File: src/rtl/myexp2_pkg.sv
// Shared types and elaboration-time helpers for the base-2 antilog block.
// The multiplier constants are the 2^-k roots of 2, expressed in Q1.(mant_w-1).
package myexp2_pkg;

  typedef enum logic [1:0] {IDLE, ITER, SHIFT, DONE} state_t;

  function automatic int idx_width(input int width);
    return $clog2(width);
  endfunction

  // round(2^(2^-k) * 2^(mant_w-1)); only ever evaluated on constants
  function automatic int c_const(input int k, input int mant_w);
    real e;
    real r;
    e = 1.0 / (2.0 ** k);
    r = (2.0 ** e) * (2.0 ** (mant_w - 1));
    return $rtoi(r + 0.5);
  endfunction

endpackage

File: src/rtl/myexp2_mul_step.sv
// One fractional-exponent step: m * C scaled back to Q1.(MANT_W-1), or m held.
// Latency: combinational. Backpressure: none, driven by the caller's FSM.
module myexp2_mul_step #(
  parameter int MANT_W = 16
) (
  input  logic [MANT_W-1:0] m,
  input  logic [MANT_W-1:0] c,
  input  logic              en,
  output logic [MANT_W-1:0] m_next
);

  // m stays below 2^MANT_W, so dropping the product's top bits loses nothing
  assign m_next = en ? MANT_W'(({{MANT_W{1'b0}}, m} * {{MANT_W{1'b0}}, c}) >> (MANT_W - 1))
                     : m;

endmodule

File: src/rtl/myexp2.sv
// Sequential floor(2^x): one fraction bit per cycle, then shift by the integer part.
// Latency: FRAC_W+2 cycles accept-to-res_valid. Backpressure: DONE holds until res_ready.
module myexp2
  import myexp2_pkg::*;
#(
  parameter  int WIDTH     = 32,
  parameter  int FRAC_W    = 8,
  parameter  int MANT_W    = 16,
  localparam int IDX_WIDTH = idx_width(WIDTH)
) (
  input  logic                        clk,
  input  logic                        rst_n,
  input  logic [IDX_WIDTH+FRAC_W-1:0] src,
  input  logic                        src_valid,
  output logic                        src_ready,
  output logic [WIDTH-1:0]            res,
  output logic                        res_valid,
  input  logic                        res_ready
);

  localparam int SRC_W = IDX_WIDTH + FRAC_W;
  localparam int CNT_W = $clog2(FRAC_W + 1);
  localparam logic [MANT_W-1:0] MANT_ONE = MANT_W'(1) << (MANT_W - 1);

  state_t               state_q, state_d;
  logic                 src_ready_d, res_valid_d;
  logic [WIDTH-1:0]     res_d;
  logic [MANT_W-1:0]    m_q, m_d, m_next, c_sel;
  logic [CNT_W-1:0]     k_q, k_d;
  logic [IDX_WIDTH-1:0] ipart_q, ipart_d;
  logic [FRAC_W-1:0]    frac_q, frac_d;
  logic                 step_en;
  logic [MANT_W-1:0]    ctab [FRAC_W];

  for (genvar g = 0; g < FRAC_W; g++) begin : g_ctab
    localparam logic [MANT_W-1:0] CK = MANT_W'(c_const(g + 1, MANT_W));
    assign ctab[g] = CK;
  end

  always_comb begin
    c_sel = '0;
    for (int i = 0; i < FRAC_W; i++) begin
      if (k_q == CNT_W'(i + 1)) c_sel = ctab[i];
    end
  end

  myexp2_mul_step #(.MANT_W(MANT_W)) u_mul_step (
    .m      (m_q),
    .c      (c_sel),
    .en     (step_en),
    .m_next (m_next)
  );

  always_comb begin
    state_d     = state_q;
    src_ready_d = src_ready;
    res_d       = res;
    res_valid_d = res_valid;
    m_d         = m_q;
    k_d         = k_q;
    ipart_d     = ipart_q;
    frac_d      = frac_q;
    step_en     = 1'b0;
    case (state_q)
      IDLE: begin
        src_ready_d = 1'b1;
        if (src_valid && src_ready) begin
          ipart_d     = src[SRC_W-1:FRAC_W];
          frac_d      = src[FRAC_W-1:0];
          m_d         = MANT_ONE;
          k_d         = CNT_W'(1);
          src_ready_d = 1'b0;
          state_d     = ITER;
        end
      end
      ITER: begin
        // frac is shifted left each step so its MSB is always bit FRAC_W-k
        step_en = frac_q[FRAC_W-1];
        m_d     = m_next;
        frac_d  = frac_q << 1;
        if (k_q == CNT_W'(FRAC_W)) state_d = SHIFT;
        else                       k_d     = k_q + CNT_W'(1);
      end
      SHIFT: begin
        res_d       = WIDTH'(({{WIDTH{1'b0}}, m_q} << ipart_q) >> (MANT_W - 1));
        res_valid_d = 1'b1;
        state_d     = DONE;
      end
      DONE: begin
        if (res_ready) begin
          res_valid_d = 1'b0;
          src_ready_d = 1'b1;
          state_d     = IDLE;
        end
      end
      default: state_d = IDLE;
    endcase
  end

  always_ff @(posedge clk or negedge rst_n) begin
    if (!rst_n) begin
      state_q   <= IDLE;
      src_ready <= 1'b0;
      res       <= '0;
      res_valid <= 1'b0;
      m_q       <= '0;
      k_q       <= '0;
      ipart_q   <= '0;
      frac_q    <= '0;
    end else begin
      state_q   <= state_d;
      src_ready <= src_ready_d;
      res       <= res_d;
      res_valid <= res_valid_d;
      m_q       <= m_d;
      k_q       <= k_d;
      ipart_q   <= ipart_d;
      frac_q    <= frac_d;
    end
  end

endmodule

File: config.mk
export PLATFORM = sky130hd
export DESIGN_NAME = myexp2
export DESIGN_NICKNAME = d
export VERILOG_FILES = /design/src/rtl/myexp2_pkg.sv /design/src/rtl/myexp2_mul_step.sv /design/src/rtl/myexp2.sv
export SDC_FILE = /design/constraint.sdc
export NUM_CORES = 1
export LEC_CHECK = 0
export BUFFER_PORTS_ARGS = -buffer_cell sky130_fd_sc_hd__buf_2
export CAP_MARGIN = 20
export CORE_MARGIN = 4
export CORE_UTILIZATION = 59
export CTS_BUF_LIST = sky130_fd_sc_hd__clkbuf_4 sky130_fd_sc_hd__clkbuf_8
export CTS_CLUSTER_DIAMETER = 50
export DETAILED_ROUTE_END_ITERATION = 10
export GPL_TIMING_DRIVEN = 1
export MAX_ROUTING_LAYER = met4
export PLACE_DENSITY = 0.87
export REMOVE_ABC_BUFFERS = 1
export SKIP_LAST_GASP = 1
export SLEW_MARGIN = 15
export SYNTH_ARGS = -nofsm -noshare
export SYNTH_HDL_FRONTEND = slang
export SYNTH_SLANG_ARGS = --single-unit
File: constraint.sdc
create_clock -name clk -period 8.25 [get_ports clk]
set_clock_uncertainty 0.2 [all_clocks]
set_input_delay 0.825 -clock clk [delete_from_list [all_inputs] [get_ports clk]]
set_output_delay 0.825 -clock clk [all_outputs]
set_load 0.03 [all_outputs]
After elaboration in Yosys (flattened, before gate mapping)

Cells that the tools add are included.

Input bits: 17
Logic and storage cells: 65
Output and inout bits: 34
Register bits: 69

Mux-type cells: 26
Equality and inequality tests: 16
Add/subtract/negate cells: 1
Shifts and indexed selects: 1
Reductions and logical operators: 12
$mul: 1

Operators by type and width:

| kind                  | number |
|---|---|
| $mux W16              | 10 |
| $shl A16 B5 Y47       | 1 |
| $pmux W16 S2          | 1 |
| $mul A16 B16 Y31      | 1 |
| $eq A4 B3 Y1 const B  | 4 |
| $pmux W8 S2           | 1 |
| $reduce_and A3 Y1     | 3 |
| $eq A4 B2 Y1 const B  | 2 |
| $mux W4               | 2 |
| $mux W8               | 1 |
| $ne A2 B2 Y1 const B  | 4 |
| $pmux W2 S4           | 1 |
| $pmux W4 S2           | 1 |
| $reduce_and A2 Y1     | 4 |
| $mux W2               | 3 |
| $reduce_bool A2 Y1    | 3 |
| $add A4 B1 Y4 const B | 1 |
| $eq A2 B2 Y1 const B  | 2 |
| $eq A4 B1 Y1 const B  | 1 |
| $eq A4 B4 Y1 const B  | 1 |
| $mux W1               | 4 |
| $pmux W1 S2           | 2 |
| $eq A2 B1 Y1 const B  | 1 |
| $logic_not A2 Y1      | 1 |
| other kinds (2)       | 2 |

Depth between registers and ports, before layout

Gate-level depths: netlist of the first run.

Depth in word-level cells: 12
Depth in mapped cells: 31

By module

From an unflattened synthesis of the first run, not the netlist that was laid out.

Cell total of the unflattened synthesis: 1,403
Area, all modules: 12,635.9 um2

Modules (own cells, without submodules):

| module          | seq. area each (um2) | cells each | area an instance (um2) | instances |
|---|---|---|---|---|
| myexp2_mul_step | 0.0                  | 1,016      | 8,559.5                | 1 |
| myexp2          | 1,726.7              | 387        | 4,076.4                | 1 |

Least setup slack after synthesis of the first run

No wires, ideal clock.

Path kind: register to register
Start point: register k_q[0]
End point: register m_q[9]
Required time: 7.928 ns
Period minus slack after synthesis: 7.291 ns
Setup time: 0.122 ns
Path slack: 0.959 ns
Data arrival time: 6.969 ns
Cell stages (with the launch flop): 29
Path through: dfrtp_1 > inv_1 > ha_1 > or2_1 > nand2_1 > o21ai_0 > a21oi_1 > clkbuf_1 > nor2b_1 > fa_1 > inv_1 > fa_1 > inv_1 > fa_1 > fa_1 > fa_1 > inv_1 > fa_1 > inv_1 > ha_1 > a21oi_1 > o21ai_0 > a31oi_1 > o211ai_2 > a221oi_2 > o21ai_2 > and2_1 > or3_1 > a32o_1

Longest elaborated chain between the ends: 12
Elaborated cells on any way between the ends: 19
Those cells by class: mul (1); eq/ne (8); mux (10)

Ends and longest elaborated chain:

| what                   | RTL line              | text |
|---|---|---|
| start, declared        | myexp2.sv:29          | `logic [CNT_W-1:0] k_q, k_d;` |
| start signal, assigned | myexp2.sv:116         | `k_q <= k_d;` |
| $eq A4 B1 Y1           | myexp2.sv:43          | `if (k_q == CNT_W'(i + 1)) c_sel = ctab[i];` |
| $mux W16 (7 in series) | myexp2.sv:43          |  |
| $mux W16 (*)           | myexp2.sv:43          |  |
| $mul A16 B16 Y31 (*)   | myexp2_mul_step.sv:13 | `assign m_next = en ? MANT_W'(({{MANT_W{1'b0}}, m} * {{MANT_W{1'b0}}, c}) >> (MANT_W - 1))` |
| $mux W16 (*)           | myexp2_mul_step.sv:13 |  |
| $pmux W16 S2 (*)       | myexp2.sv:64          | `case (state_q)` |
| end signal, assigned   | myexp2.sv:115         | `m_q <= m_d;` |
| end, declared          | myexp2.sv:28          | `logic [MANT_W-1:0] m_q, m_d, m_next, c_sel;` |

Every way passes the cells marked *; elsewhere a longest branch is shown, timed or not. The select of a mux whose other input is x is not followed.
A chain may end at the register's enable or synchronous reset.

Worst setup path in the final report of the first run

Start point: register k_q[0]
End point: register m_q[12]

The elaborated chain is that of the path after synthesis.

==> flow_summary_export.csv, run 1 <==
group,metric,value,unit
worst_setup_path,startpoint,"k_q[0]",
sta,setup-violations-final,0,
drt,met1_length,11.2,mm
placement,post_dp_cell_area,0.0122,mm²
sta,worst_slew_pin_slew,1.01,ns
layout,diodes,0,
clock_tree,cts.sinks,69,
drt,first_pass_iters,8,
sta,fin_setup_tns,0,ns
drt,dr_wl_met2,13.8,mm
worst_setup_path,cp_common_cell,"fa_1",
clock_tree,htree_levels,3,
yosys,syn_inst,1322,
sta,slew_violations,0,
drt,ant_nets,0,
yosys,yosysSeqAreaShare,0.148,
yosys,synth_edf_count,0,
global_route,grt_max_degree,70,
global_route,grt_use_total,0.276,
yosys,synth.largest_area_cell,"fa_1",
sta,final_hold_viol_count,0,
worst_setup_path,start_kind,"register",
clock_tree,cts.repair.resized,0,
worst_setup_path,rr_startpoint,"k_q[0]",
clock_tree,clkTransAtPathRegs,0.07,ns
min_path,hp-class,"register to register",
global_route,antenna_found_initial,0,
pwr,p_clk_frac,0.068,
pwr,power.leakage,6.59,nW
sta,fin_crit_sh,0.941,
worst_setup_path,timing.critical_path.buf_inv,6,
floorplanning,rows,51,
layout,final_nets,1656,
drt,vias,9229,
floorplanning,die_h,149,µm
floorplanning,io-pin-count,51,
clock_tree,cts_root_buffer,"clkbuf_8",
drt,drt_iter0_drc,807,
worst_setup_path,cp_max_fo,15,
floorplanning,die_area,0.0222,mm²
yosys,synth_area_per_cell,8.85,µm²
clock_tree,cts_tree,"yes",
sta,fin_crit,7.76,ns
drt,route.detailed.drc,0,
pwr,p_seq_frac,0.182,
yosys,synthArstFlopShare,1.00,
worst_setup_path,critPathMaxStageDelay,0.54,ns
pwr,combPwrFrac,0.751,
worst_setup_path,path_delay_family,"adder cells",
yosys,ys.warnings.count,0,
sta,max_slew_margin,0.327,
global_route,grt_pass1_wl,47.2,mm
sta,fmax,129,MHz
pwr,p_sw,2.41,mW
worst_setup_path,worstPathArrival,7.81,ns
layout,drive_gt1_frac,0.0845,
clock_tree,post-cts-setup-buffer-count,0,
layout,area_delta_synth_final,6.32,%
placement,io_buffers,50,
run,cap_violations,0,
pwr,p_per_area,345,mW/mm²
worst_setup_path,required,8.29,ns
drt,routed_wl,28.2,mm
layout,final_util,0.639,
global_route,grt_pass1_vias,9620,
worst_setup_path,crit_slowest_cell,"fa_1",
yosys,syn_area,0.0117,mm²
yosys,synth.top_cell.area_share,0.303,
layout,final_cell_area,0.0124,mm²
yosys,ys_seq_elements,69,
worst_setup_path,crit_type,"register to register",
floorplanning,core_area,0.0195,mm²
pwr,power.internal,1.87,mW
clock_tree,hold_buffers,0,
global_route,grt_overflow_total,0,
clock_tree,cts_buffers,9,
placement,dp_hpwl,21.5,mm
clock_tree,clk-insertion-delay-late,0.35,ns
drt,wl_met3,2.12,mm
yosys,synthFlopType,"dfrtp_1",
sta,rsz0062_at_grt,"no",
drt,wire_per_inst,17.5,µm
clock_tree,cts_buffer_depth,2,
placement,place_congestion,0.915,
floorplanning,initial_core_util,0.601,
yosys,synth_area_leaders,"fa_1 30%, dfrtp_1 15%, ha_1 13%, inv_1 8.9%, and2_1 5.6%",
floorplanning,die_w,149,µm
drt,via_per_inst,5.72,
yosys,synth_cell_types,57,
drt,highest_layer,"met4",
pwr,ir_worst_vdd,231,µV
worst_setup_path,end_kind,"register",
min_path,hold_start,"frac_q[6]",
status,outcome,"completed",
pwr,p_sw_frac,0.563,
==> cells by family (layout without fill, tap and decap cells) <==
group,after synthesis,in the layout,share of synthesized area
muxes,37,37,0.0370
adders and majority gates,295,295,0.429
buffers and inverters,342,369,0.110
DFF,69,69,0.148
AOI/OAI and AO/OA,191,191,0.105
and+or+nand+nor,371,371,0.159
xor gates and xnor gates,17,17,0.0127
==> path summary, 6_finish.rpt <==
path	endpoint	slack (ns)	cells past startpoint
worst max-delay path	m_q[12]	0.49	28
worst max register to register	m_q[12]	0.49	28
max in group asynchronous	m_q[9]	6.83	2
min in group asynchronous	res[0]	0.44	2
worst min-delay path	frac_q[6]	0.29	2
worst min register to register	frac_q[6]	0.29	2
==> sequential cells by signal, summed over array words and instances (netlist names) <==
name / count
m_q: 16
ipart_q: 5
state_q: 2
frac_q: 8
k_q: 4
src_ready: 1
res_valid: 1
res: 32
==> cell usage after synthesis, types with 4 or more instances <==
library cell and count:
a211oi_1 6, a21o_1 8, a21oi_1 49, a22o_1 14, a22oi_1 4, and2_1 104, and3_1 6, clkbuf_1 57
dfrtp_1 69, fa_1 177, ha_1 118, inv_1 279, mux2_2 10, mux2i_1 23, mux4_2 4, nand2_1 133
nand2b_1 10, nand3_1 11, nand4_1 6, nor2_1 47, nor2b_1 35, nor3_1 8, nor4_1 4, o21a_1 6
o21ai_0 52, o21bai_1 4, o22ai_1 18, xnor2_1 11, xor2_1 6
==> through the flow <==
step	power [mW]	hold slack (ns)	std cells	setup slack, ns
finish	4.29	0.289	1614	0.488
global route	4.74	0.314	1614	0.0427
CTS	4.25	0.292	1613	0.525
detailed placement	3.94	0.270	1597	0.617
global placement	3.78	0.258	1597	0.879
floorplan	2.96	0.250	1260	0.809
==> placed cells by master (no fill, tap or decap), types with 18 or more instances in the layout <==
cell type / Yosys / final
nand2_1: 133 / 133
ha_1: 118 / 118
mux2i_1: 23 / 23
o22ai_1: 18 / 18
nor2_1: 47 / 47
o21ai_0: 52 / 52
buf_2: 1 / 50
nor2b_1: 35 / 35
a21oi_1: 49 / 49
and2_1: 104 / 104
fa_1: 177 / 177
buf_4: 1 / 23
inv_1: 279 / 279
dfrtp_1: 69 / 69
==> routing by layer <==
metal  vias up  global-route usage
met2       355               0.444
li1       4174                   -
met5         -                   -
met4         0              0.0966
met3        86              0.0447
met1      4614               0.361
==> tightest hold or removal path: stages (launching register included) <==
cell	delay, ns
dfrtp_1	0.35
nand2_1	0.05
o21ai_0	0.06
==> power by group through the flow <==
stage / clock network [mW] / logic, mW / registers, mW
6_report: 0.290 / 3.22 / 0.779
5_1_grt: 0.305 / 3.63 / 0.804
2_1_floorplan: 0 / 2.14 / 0.818
3_5_place_dp: 0 / 3.17 / 0.773
4_1_cts: 0.292 / 3.19 / 0.769
3_3_place_gp: 0 / 3.02 / 0.766
==> area by class of cell <==
| class | count | area [µm²] |
|---|---|---|
| clock inverters | 5 | 58.8 |
| inverters | 280 | 1050 |
| well taps | 265 | 332 |
| clock buffers | 11 | 151 |
| fillers | 1564 | 7020 |
| flip-flops and latches | 69 | 1730 |
| repair buffers | 73 | 423 |
| multi-input cells | 911 | 8700 |
Power figures use the tool's default switching activity.
==> run 2: changes to the inputs <==
--- a/config.mk
+++ b/config.mk
@@ -15,6 +15,7 @@
 export GPL_TIMING_DRIVEN = 1
 export MAX_ROUTING_LAYER = met4
 export PLACE_DENSITY = 0.87
+export RECOVER_POWER = 50
 export REMOVE_ABC_BUFFERS = 1
 export SKIP_LAST_GASP = 1
 export SLEW_MARGIN = 15
==> flow_summary_export.csv, run 2 (synthesis gave the netlist of run 1 again) <==
group,metric,value,unit
clock_tree,htree_levels,3,
floorplanning,initial_core_util,0.601,
worst_setup_path,worstReg2RegEnd,"m_q[12]",
worst_setup_path,r2r_slack,0.51,ns
drt,via_per_inst,5.72,
layout,drive_gt1_frac,0.0726,
sta,rsz0062_at_grt,"no",
worst_setup_path,cp.depth,28,
drt,wire_per_inst,17.5,µm
layout,layout_commonest_cell,"inv_1",
placement,dp_cells,1597,
worst_setup_path,reg2reg_depth,28,
floorplanning,rows,51,
pwr,power.leakage,6.53,nW
clock_tree,cts.repair.resized,0,
pwr,ir_worst_vdd,231,µV
sta,fin_crit_sh,0.938,
clock_tree,cts_tree,"yes",
worst_setup_path,critPathMaxStageDelay,0.54,ns
clock_tree,clk-insertion-delay-late,0.35,ns
floorplanning,die_h,149,µm
sta,fmax,129,MHz
layout,final_cell_mix,"279 x inv_1, 177 x fa_1, 133 x nand2_1, 118 x ha_1, 104 x and2_1",
placement,place_congestion,0.915,
layout,top_regs,"res: 32 flops, m_q: 16 flops, frac_q: 8 flops",
global_route,grt_pass1_vias,9620,
layout,max_flop_register,"res",
sta,fin_crit,7.74,ns
pwr,fin_total_pwr,4.28,mW
worst_setup_path,rr_startpoint,"k_q[0]",
global_route,grt_use_total,0.276,
layout,stdcell_count,1614,
floorplanning,core_area,0.0195,mm²
placement,dp_hpwl,21.5,mm
worst_setup_path,crit_type,"register to register",
sta,setup-violations-final,0,
pwr,p_per_area,345,mW/mm²
status,violations,"capacitance limit, slew limit",
sta,timing.hold.ws,0.289,ns
status,outcome,"complete, but fails checks",
layout,multi_input_area,0.00870,mm²
global_route,antenna_found_initial,0,
floorplanning,die_w,149,µm
clock_tree,cts.sinks,69,
clock_tree,cts_buffers,9,
sta,fin_ws,0.508,ns
floorplanning,die_area,0.0222,mm²
layout,fill_cells,1577,
global_route,grt_overflow_total,0,
clock_tree,clkTransAtPathRegs,0.07,ns
placement,io_buffers,50,
drt,routed_wl,28.3,mm
worst_setup_path,cp_max_fo,15,
floorplanning,io-pin-count,51,
clock_tree,cts_root_buffer,"clkbuf_8",
worst_setup_path,worstPathArrival,7.79,ns
global_route,grt_max_degree,70,
layout,diodes,0,
min_path,hp-class,"register to register",
drt,drt_iter0_drc,832,
clock_tree,hold_buffers,0,
layout,final_nets,1656,
worst_setup_path,cp_common_cell,"fa_1",
drt,vias,9236,
worst_setup_path,startpoint,"k_q[0]",
sta,worst_slew_pin_slew,3.58,ns
worst_setup_path,start_kind,"register",
sta,slew_violations,70,
sta,fin_setup_tns,0,ns
clock_tree,cts_buffer_depth,2,
drt,first_pass_iters,6,
clock_tree,post-cts-setup-buffer-count,0,
global_route,grt_pass1_wl,47.2,mm
layout,regArea,0.00173,mm²
run,cap_violations,1,
worst_setup_path,end_kind,"register",
sta,max_slew_margin,-1.39,
worst_setup_path,timing.critical_path.buf_inv,6,
worst_setup_path,crit_slowest_cell,"fa_1",
worst_setup_path,path_delay_family,"adder cells",
sta,final_hold_viol_count,0,
worst_setup_path,required,8.29,ns
layout,largest_register_ffs,32,
worst_setup_path,endpoint,"m_q[12]",
placement,dp_slack,0.617,ns
drt,ant_nets,0,
drt,route.detailed.drc,0,
layout,area_delta_synth_final,6.12,%
## run 2: cell types whose count changed in the layout (fill, tap and decap cells not counted), sizes merged
cell | previous run | this run
buf | 73 | 57
clkbuf | 11 | 27
## run 2: how the worst min path moves through the flow
stage,startpoint,end,slack (ns),cells after the start
floorplan,frac_q[1],frac_q[1],0.25,2
global placement,res[9],res[9],0.26,1
detailed placement,frac_q[6],frac_q[6],0.27,2
CTS,res[9],res[9],0.29,1
global route,frac_q[6],frac_q[6],0.32,2
finish,frac_q[6],frac_q[6],0.29,2
## run 2: per-stage QoR
step	util	area, µm²
6_report	0.638	12400
5_1_grt	0.638	12400
4_1_cts	0.639	12400
3_5_place_dp	0.628	12200
3_3_place_gp	0.628	12200
2_1_floorplan	-	11500
## run 2: cell type report
type | instances | share of cell area
clock inverter | 5 | 0.00473
tap | 265 | 0.0267
inverter | 280 | 0.0846
timing repair buffer | 73 | 0.0322
sequential | 69 | 0.139
clock buffer | 11 | 0.0122
multi-input combinational | 911 | 0.701
## run 2: worst register-to-register path, delay by kind of cell (launching register included)
| family | cells | cell delay, ns |
|---|---|---|
| compound gates | 10 | 2.01 |
| fa+ha+maj | 8 | 3.73 |
| flops | 1 | 0.44 |
| xor+xnor | 1 | 0.12 |
| simple gates | 3 | 0.63 |
| buf+inv | 6 | 0.50 |
## run 2: power breakdown
| part | switching [mW] | internal, mW | leakage [nW] |
|---|---|---|---|
| clock | 0.135 | 0.156 | 0.102 |
| sequential | 0.301 | 0.479 | 0.880 |
| combinational | 1.98 | 1.23 | 5.55 |
## run 2: metal layers
metal	global-route usage	routed length, µm	share of wire
met1	0.361	11200	0.40
met3	0.0447	2100	0.074
met5	-	0	0
met2	0.444	13700	0.49
met4	0.0966	1220	0.043
